<file path="config.mk">
export PLATFORM = sky130hd
export DESIGN_NAME = sync_fifo
export DESIGN_NICKNAME = d
export VERILOG_FILES = /design/src/rtl/fifo_pkg.sv /design/src/rtl/fifo_mem.sv /design/src/rtl/sync_fifo.sv
export SDC_FILE = /design/constraint.sdc
export NUM_CORES = 1
export LEC_CHECK = 0
export ABC_AREA = 1
export CAP_MARGIN = 20
export CORE_ASPECT_RATIO = 0.6
export CORE_MARGIN = 2
export CORE_UTILIZATION = 24
export CTS_CLUSTER_DIAMETER = 150
export DETAILED_ROUTE_END_ITERATION = 16
export MAX_ROUTING_LAYER = met4
export PLACE_DENSITY = 0.37
export SYNTH_ARGS = -nofsm -noshare
export SYNTH_HDL_FRONTEND = slang
export SYNTH_SLANG_ARGS = --single-unit
</file>
<file path="constraint.sdc">
create_clock -name clk -period 6.3 [get_ports clk]
set_clock_uncertainty 0.1 [all_clocks]
set_input_delay 1.89 -clock clk [delete_from_list [all_inputs] [get_ports clk]]
set_output_delay 1.89 -clock clk [all_outputs]
set_load 0.005 [all_outputs]
</file>
<file path="src/rtl/fifo_pkg.sv">
// Shared helpers for the single-clock FIFO.
//   level_width(size)  : width of a counter that can hold 0..size
//   ptr_inc(ptr, size) : pointer increment that wraps from size-1 to 0
//                        (compare-and-reset, so depth need not be 2^n)
//   thresh_ok(...)     : legality check for depth and the two thresholds
package fifo_pkg;

  function automatic int level_width(input int size);
    return $clog2(size + 1);
  endfunction

  function automatic int unsigned ptr_inc(input int unsigned ptr, input int unsigned size);
    return (ptr == size - 32'd1) ? 32'd0 : ptr + 32'd1;
  endfunction

  function automatic bit thresh_ok(input int size, input int afThresh, input int aeThresh);
    return (size >= 2) && (afThresh >= 1) && (afThresh <= size) &&
           (aeThresh >= 0) && (aeThresh <= size - 1);
  endfunction

endpackage

</file>
<file path="src/rtl/fifo_mem.sv">
// Simple dual-port RAM, BITS x SIZE, for the single-clock FIFO.
// One synchronous write port and one registered read port; the read
// register only updates when rdEn_i is high, so it holds its last value.
// Ports:
//   clk_i            clock
//   rstN_i           synchronous active-low reset (read register only)
//   wrEn_i/wrAddr_i/wrData_i   write port
//   rdEn_i/rdAddr_i  read request and address
//   rdData_o         registered read data
module fifo_mem #(
  parameter int BITS = 32,
  parameter int SIZE = 16,
  parameter int AW   = $clog2(SIZE)
) (
  input  logic            clk_i,
  input  logic            rstN_i,
  input  logic            wrEn_i,
  input  logic [AW-1:0]   wrAddr_i,
  input  logic [BITS-1:0] wrData_i,
  input  logic            rdEn_i,
  input  logic [AW-1:0]   rdAddr_i,
  output logic [BITS-1:0] rdData_o
);

  logic [BITS-1:0] mem_q [SIZE];
  logic [BITS-1:0] rdData_q;

  // Storage array is deliberately not reset; the FIFO pointers define validity.
  always_ff @(posedge clk_i) begin
    if (wrEn_i) begin
      mem_q[wrAddr_i] <= wrData_i;
    end
  end

  // Read register is reset so the FIFO output starts at zero.
  always_ff @(posedge clk_i) begin
    if (!rstN_i) begin
      rdData_q <= '0;
    end else if (rdEn_i) begin
      rdData_q <= mem_q[rdAddr_i];
    end
  end

  assign rdData_o = rdData_q;

endmodule

</file>
<file path="src/rtl/sync_fifo.sv">
// Single-clock parameterised FIFO with programmable almost-full/almost-empty
// thresholds, fill-level output, synchronous flush and sticky
// overflow/underflow flags. Depth may be any integer >= 2.
// Compile-time option: define SYNC_FIFO_FWFT_EN for first-word-fall-through.
// Ports:
//   clk, rst_n (sync, active-low)     clock and reset
//   p_clear                           synchronous flush (below reset in priority)
//   p_write_en/p_write_data           write request and data
//   p_write_full/p_write_almost_full  registered write-side flags
//   p_read_en/p_read_data             pop request and read data
//   p_read_empty/p_read_almost_empty  registered read-side flags
//   p_level                           current word count
//   p_overflow/p_underflow            sticky rejected-write/read flags
module sync_fifo
  import fifo_pkg::*;
#(
  parameter int BITS      = 32,
  parameter int SIZE      = 16,
  parameter int AF_THRESH = SIZE - 2,
  parameter int AE_THRESH = 2
) (
  input  logic                         clk,
  input  logic                         rst_n,
  input  logic                         p_clear,
  input  logic                         p_write_en,
  input  logic [BITS-1:0]              p_write_data,
  output logic                         p_write_full,
  output logic                         p_write_almost_full,
  input  logic                         p_read_en,
  output logic [BITS-1:0]              p_read_data,
  output logic                         p_read_empty,
  output logic                         p_read_almost_empty,
  output logic [level_width(SIZE)-1:0] p_level,
  output logic                         p_overflow,
  output logic                         p_underflow
);

  localparam int LW = level_width(SIZE);
  localparam int PW = $clog2(SIZE);

  if (!thresh_ok(SIZE, AF_THRESH, AE_THRESH)) begin : gBadParams
    $fatal(1, "sync_fifo: illegal SIZE/AF_THRESH/AE_THRESH combination");
  end

  logic [PW-1:0] wrPtr_q, wrPtr_d, rdPtr_q, rdPtr_d;
  logic [LW-1:0] level_q, level_d;
  logic          full_q, full_d, empty_q, empty_d;
  logic          aFull_q, aFull_d, aEmpty_q, aEmpty_d;
  logic          overflow_q, overflow_d, underflow_q, underflow_d;
  logic          wrAccept, rdAccept, ramRe, memWe, memRe;

  assign wrAccept = p_write_en && !full_q;
  assign rdAccept = p_read_en && !empty_q;

`ifdef SYNC_FIFO_FWFT_EN
  // The RAM read register doubles as the output holding register; outValid
  // says whether it currently holds the head word. The RAM is refilled
  // whenever it has words and the holder is free or being popped.
  logic          outValid_q, outValid_d;
  logic [LW-1:0] ramCount;
  assign ramCount = level_q - LW'(outValid_q);
  assign ramRe    = (ramCount != '0) && (!outValid_q || rdAccept);
`else
  assign ramRe = rdAccept;
`endif

  // Memory is untouched by reset and flush so discarded data is simply orphaned.
  assign memWe = rst_n && !p_clear && wrAccept;
  assign memRe = rst_n && !p_clear && ramRe;

  // Next-state for pointers, level, sticky flags, then flags from the new level.
  always_comb begin
    wrPtr_d     = wrPtr_q;
    rdPtr_d     = rdPtr_q;
    level_d     = level_q;
    overflow_d  = overflow_q;
    underflow_d = underflow_q;
`ifdef SYNC_FIFO_FWFT_EN
    outValid_d  = outValid_q;
`endif
    if (p_clear) begin
      wrPtr_d     = '0;
      rdPtr_d     = '0;
      level_d     = '0;
      overflow_d  = 1'b0;
      underflow_d = 1'b0;
`ifdef SYNC_FIFO_FWFT_EN
      outValid_d  = 1'b0;
`endif
    end else begin
      if (wrAccept) begin
        wrPtr_d = PW'(ptr_inc(32'(wrPtr_q), SIZE));
      end
      if (ramRe) begin
        rdPtr_d = PW'(ptr_inc(32'(rdPtr_q), SIZE));
      end
      case ({wrAccept, rdAccept})
        2'b10:   level_d = level_q + LW'(1);
        2'b01:   level_d = level_q - LW'(1);
        default: level_d = level_q;
      endcase
      if (p_write_en && full_q) begin
        overflow_d = 1'b1;
      end
      if (p_read_en && empty_q) begin
        underflow_d = 1'b1;
      end
`ifdef SYNC_FIFO_FWFT_EN
      if (ramRe) begin
        outValid_d = 1'b1;
      end else if (rdAccept) begin
        outValid_d = 1'b0;
      end
`endif
    end
    full_d   = (level_d == LW'(SIZE));
    aFull_d  = (level_d >= LW'(AF_THRESH));
    aEmpty_d = (level_d <= LW'(AE_THRESH));
`ifdef SYNC_FIFO_FWFT_EN
    // With fall-through, empty means nothing is presented on the output yet.
    empty_d  = !outValid_d;
`else
    empty_d  = (level_d == '0);
`endif
  end

  // State registers; reset takes priority over everything including flush.
  always_ff @(posedge clk) begin
    if (!rst_n) begin
      wrPtr_q     <= '0;
      rdPtr_q     <= '0;
      level_q     <= '0;
      full_q      <= 1'b0;
      empty_q     <= 1'b1;
      aFull_q     <= 1'b0;
      aEmpty_q    <= 1'b1;
      overflow_q  <= 1'b0;
      underflow_q <= 1'b0;
`ifdef SYNC_FIFO_FWFT_EN
      outValid_q  <= 1'b0;
`endif
    end else begin
      wrPtr_q     <= wrPtr_d;
      rdPtr_q     <= rdPtr_d;
      level_q     <= level_d;
      full_q      <= full_d;
      empty_q     <= empty_d;
      aFull_q     <= aFull_d;
      aEmpty_q    <= aEmpty_d;
      overflow_q  <= overflow_d;
      underflow_q <= underflow_d;
`ifdef SYNC_FIFO_FWFT_EN
      outValid_q  <= outValid_d;
`endif
    end
  end

  fifo_mem #(
    .BITS(BITS),
    .SIZE(SIZE),
    .AW  (PW)
  ) uMem (
    .clk_i   (clk),
    .rstN_i  (rst_n),
    .wrEn_i  (memWe),
    .wrAddr_i(wrPtr_q),
    .wrData_i(p_write_data),
    .rdEn_i  (memRe),
    .rdAddr_i(rdPtr_q),
    .rdData_o(p_read_data)
  );

  assign p_write_full        = full_q;
  assign p_write_almost_full = aFull_q;
  assign p_read_empty        = empty_q;
  assign p_read_almost_empty = aEmpty_q;
  assign p_level             = level_q;
  assign p_overflow          = overflow_q;
  assign p_underflow         = underflow_q;

endmodule

</file>
# Word level (Yosys, flattened, before mapping)
# Memory sizes are Yosys's and may differ from the RTL's. A register that Yosys moved wholly into a read port is not among the register bits.
# Index checks and enable logic that the tools add are counted.
# classes
n_lt_le_gt_ge,2
mux,6
n_bitwise,1
n_eq_ne,5
n_addsub,4
n_reduce_logical,13
# op_table
cell,n
5-bit case mux with 2 select lines,1
"4-bit by 1-bit adder with 4-bit output, second input constant",2
"4-bit equality test, second input constant",2
4-bit two-way mux,2
1-bit logical AND,7
"5-bit by 1-bit adder with 5-bit output, second input constant",1
"5-bit equality test, second input constant",1
"5-bit by 4-bit >= comparator with 1-bit output, second input constant",1
"5-bit by 2-bit <= comparator with 1-bit output, second input constant",1
5-bit logical NOT,1
5-bit two-way mux,1
"5-bit by 1-bit subtractor with 5-bit output, second input constant",1
1-bit logical NOT,4
"2-bit by 1-bit equality test with 1-bit output, second input constant",1
"2-bit equality test, second input constant",1
1-bit two-way mux,2
2-bit OR reduction,1
1-bit NOT,1
# word_totals
mem_bits_rw,512
input_bits,37
output_inout_bits,43
memories,1
word_cells,41
register_bits,19
# mem_list
name,depth,word_bits,rd,rd_clocked_by_memory_dff,wr,line,text
uMem.mem_q,16,32,1,1,1,fifo_mem.sv:25,logic [BITS-1:0] mem_q [SIZE];

# Logic depth before layout (Yosys ltp)
# logic_depth
depth_word,6
ltp_mapped,18
ltp_nobuf,18

# Cells and area by module
# A second synthesis with hierarchy kept.
# hier_totals
hier_cells,2014
area_unflattened_um2,22878.2
# modules_own_cells
mod,cells_each,seq_area_each_um2,n_inst,area_per_inst_um2
fifo_mem,1877,16015.4,1,21871.0
sync_fifo,137,380.4,1,1007.2

# Least setup slack after synthesis
# Ideal clock, no wire load.
# synth_path
kind,input to register
start,input port rst_n
end,memory uMem.mem_q[12][0] (enable)
cell_stages,5
path_slack_ps,1045
arrival_time_ps,4694
n_path_buf,1
t_required_ps,5739
setup_ps,461
path_cell_list,buf_2 > inv_2 > nor2_2 > inv_2 > nor3_1
# synth_via
elab_chain_len,4
# synth_lines
element,line,text
from (decl),sync_fifo.sv:23,"input logic rst_n,"
1-bit logical AND (2 in series),sync_fifo.sv:68,assign memWe = rst_n && !p_clear && wrAccept;
1-bit two-way mux,fifo_mem.sv:30,if (wrEn_i) begin
1-bit two-way mux (not written as such),fifo_mem.sv:31,mem_q[wrAddr_i] <= wrData_i;
to (decl),fifo_mem.sv:25,
# Every way passes these cells.

# Final worst setup path
# layout_path
start,input port p_clear
end,memory uMem.mem_q[9][3] (enable)
# layout_via
elab_chain_len,5
# layout_lines
element,line,text
from (decl),sync_fifo.sv:24,"input logic p_clear,"
1-bit logical NOT,sync_fifo.sv:68,
1-bit logical AND (2 in series),sync_fifo.sv:68,
1-bit two-way mux,fifo_mem.sv:30,
1-bit two-way mux (not written as such),fifo_mem.sv:31,
# Every way passes these cells.

==> reports/metrics.yaml <==
cells_and_area:
  final_cell_mix: "512 x edfxtp_1, 406 x nor2_1, 214 x o21ai_0"
  fin_util_pct: 28.6
  drive_gt1_share_pct: 7.48
  nNetsFinal: 1923
  areaGrowthSynthToFinish_pct: 17.8
  fillers: 9525
  layout_commonest_cell: "edfxtp_1"
setup_path:
  path_max_fanout: 17
  required_ns: 6.48
  r2r_slack_ns: 3.05
  critPathLaunchType: "primary input"
  critPathCaptureType: "flip-flop"
  worstSetupPathType: "in2reg"
  critPathArrivalTime_ns: 4.40
synthesis:
  synth-compound-area-share_pct: 10.5
  synth-xor-area-share_pct: 0.157
  syn_area_mm2: 0.0224
  ys_types: 27
  synth_edf_count: 512
  synth_nets: 1870
  muxShareOfSynthArea_pct: 0
  synth_area_leaders: "edfxtp_1 69%, nor2_1 7.0%, o21ai_0 4.8%"
  syn_inst: 1825
  synth_seq_cells: 563
  synth_top_family_by_area: "simple AND/OR/NAND/NOR gates"
  yosysWarnings: 0
  ys_seq_area_share_pct: 73.3
  synth-simple-area-share_pct: 12.0
  syn_area_per_cell_um2: 12.3
  ys_async_sr_fraction_pct: 0
  synth_area_leader_cell: "edfxtp_1"
  synthAdderAreaFrac_pct: 0.447
  synth_ff_type: "edfxtp_1"
  synth_top_area_share_pct: 68.7
timing:
  fin_crit_sh_pct: 66.9
  slew_headroom_pct: 31.5
  hold-worst-slack_ns: 0.378
  drv_slew: 0
  tightestPinTransition_ns: 1.03
  setup_viol: 0
  finalSetupTns_ns: 0
  hold_violations: 0
  rsz0062_at_grt: "false"
  setup_slack_ns: 2.08
  clock.fmax_mhz: 237
  min_period_ns: 4.22
clock_tree:
  worstSkewPairLatency_ns: 0.63
  cts_num_sinks: 563
  cts_root_buf: "clkbuf_16"
  cts_made_buffers: 56
  ctsResizeCount: 0
  clk_path_buf_depth: 3
  cts_hold_buf: 0
  post_cts_buffers: 0
  cts-htree-levels: 2
  cts.clk_slew.worst_paths_ns: 0.06
  cts_tree: "built"
power:
  p_sw_uw: 1820
  internal-power_uw: 6120
  power_density_mw_per_mm2: 301
  power.leakage_uw: 0.00866
  seqPwrFrac_pct: 51.9
  swShare_pct: 23.0
  power_frac_comb_pct: 5.7
  clockPowerShare_pct: 42.4
  peakVddDrop_uv: 192
floorplanning:
  core_mm2: 0.0921
  dieArea_mm2: 0.0958
  rows: 86
  die_w_um: 398
  start_util_pct: 24.3
  die_y_um: 241
  pin_count: 80
place:
  gp_congestion: 0.748
  port_buffers: 79
  dp_hpwl_mm: 37.4
  place_ws_ns: 1.44
detailed_routing:
  drt_iter0_markers: 897
  routed_wl_mm: 67.3
  via_count: 14100
  ant_nets: 0
  drc_errors: 0
  drt-pass1-iter-count: 5
  wl_per_cell_um: 21.3
  via_per_inst: 4.46
global_routing:
  antenna_found_initial: 1
  grt-ovfl-total: 0
  grt_pass1_wl_mm: 98.8
  grt.total_usage_pct: 14.4
  grt_pass1_vias: 14000
  grt_max_degree: 103
status:
  outcome: "completed"
job:
  cap_violations: 0
worst_hold_path:
  hold_class: "reg2reg"
-- routing by layer --
layer	global-route usage, %	up-vias	part of all wire [%]
li1	-	6683	-
met5	-	-	0
met3	2.02	71	3.3
met4	2.74	0	1.3
met2	21.5	224	44
met1	20.9	7109	52
-- worst max-delay path: stages --
cell             delay [ns]
clkdlybuf4s50_1        0.55
nor2_2                 0.38
nand3_1                0.39
nor2_4                 0.70
buf_4                  0.44
-- cell families after synthesis --
family / after synthesis
AO/OA/AOI/OAI: 403
XOR/XNOR: 4
adder cells (fa/ha/maj): 8
buffers and inverters: 175
flip-flops: 563
AND/OR/NAND/NOR: 672
-- sequential cells by signal, indices dropped and copies added, names as in the netlist --
register             flops
p_overflow               1
rdPtr_q                  4
p_underflow              1
uMem.mem_q             512
p_write_full             1
p_level                  5
p_write_almost_full      1
wrPtr_q                  4
p_read_almost_empty      1
p_read_empty             1
uMem.rdData_o           32
-- layout make-up --
cell class	instances	area, µm²	share of cell area (%)
Sequential cell	563	16400	62.2
Multi-Input combinational cell	1087	5270	20.0
Tap cell	1232	1540	5.84
Clock buffer	72	1520	5.77
Timing Repair Buffer	110	1120	4.25
Clock inverter	32	274	1.04
Inverter	60	230	0.873
Antenna cell	1	2.50	0.00949
-- power groups by stage --
| stage | clock network, µW | logic [µW] | registers (µW) |
|---|---|---|---|
| 6_report | 3370 | 449 | 4120 |
| 5_1_grt | 3610 | 503 | 4120 |
| 4_1_cts | 3470 | 460 | 4120 |
| 3_5_place_dp | 0 | 457 | 4200 |
| 3_3_place_gp | 0 | 457 | 4210 |
| 2_1_floorplan | 0 | 231 | 4200 |
-- cells in the mapped netlist (2+ instances only) --
library cell	count
buf_1	11
o21ai_1	50
nand2_1	133
nand4_1	3
buf_6	16
dfxtp_1	51
ha_1	8
nand3_1	109
o21ai_0	214
buf_2	21
o211ai_1	128
edfxtp_1	512
buf_4	2
clkbuf_1	64
xor2_1	4
a21oi_1	10
inv_1	55
nor3_1	5
nor2_1	418
inv_2	4
-- worst paths after layout --
path,from,endpoint,cells after the start
max,p_clear,uMem.mem_q[9][3],5
min,p_underflow,p_underflow,2
max reg2reg,rdPtr_q[1],uMem.rdData_o[27],8
min reg2reg,p_underflow,p_underflow,2
-- metrics by stage --
stage,std cells,power [µW],instance area (µm²)
6_report,3157,7940,26400
5_1_grt,3156,8230,26400
4_1_cts,3156,8050,26400
3_5_place_dp,3052,4660,24600
3_3_place_gp,3047,4660,24500
2_1_floorplan,1825,4430,22400
(Power assumes the default switching activity.)
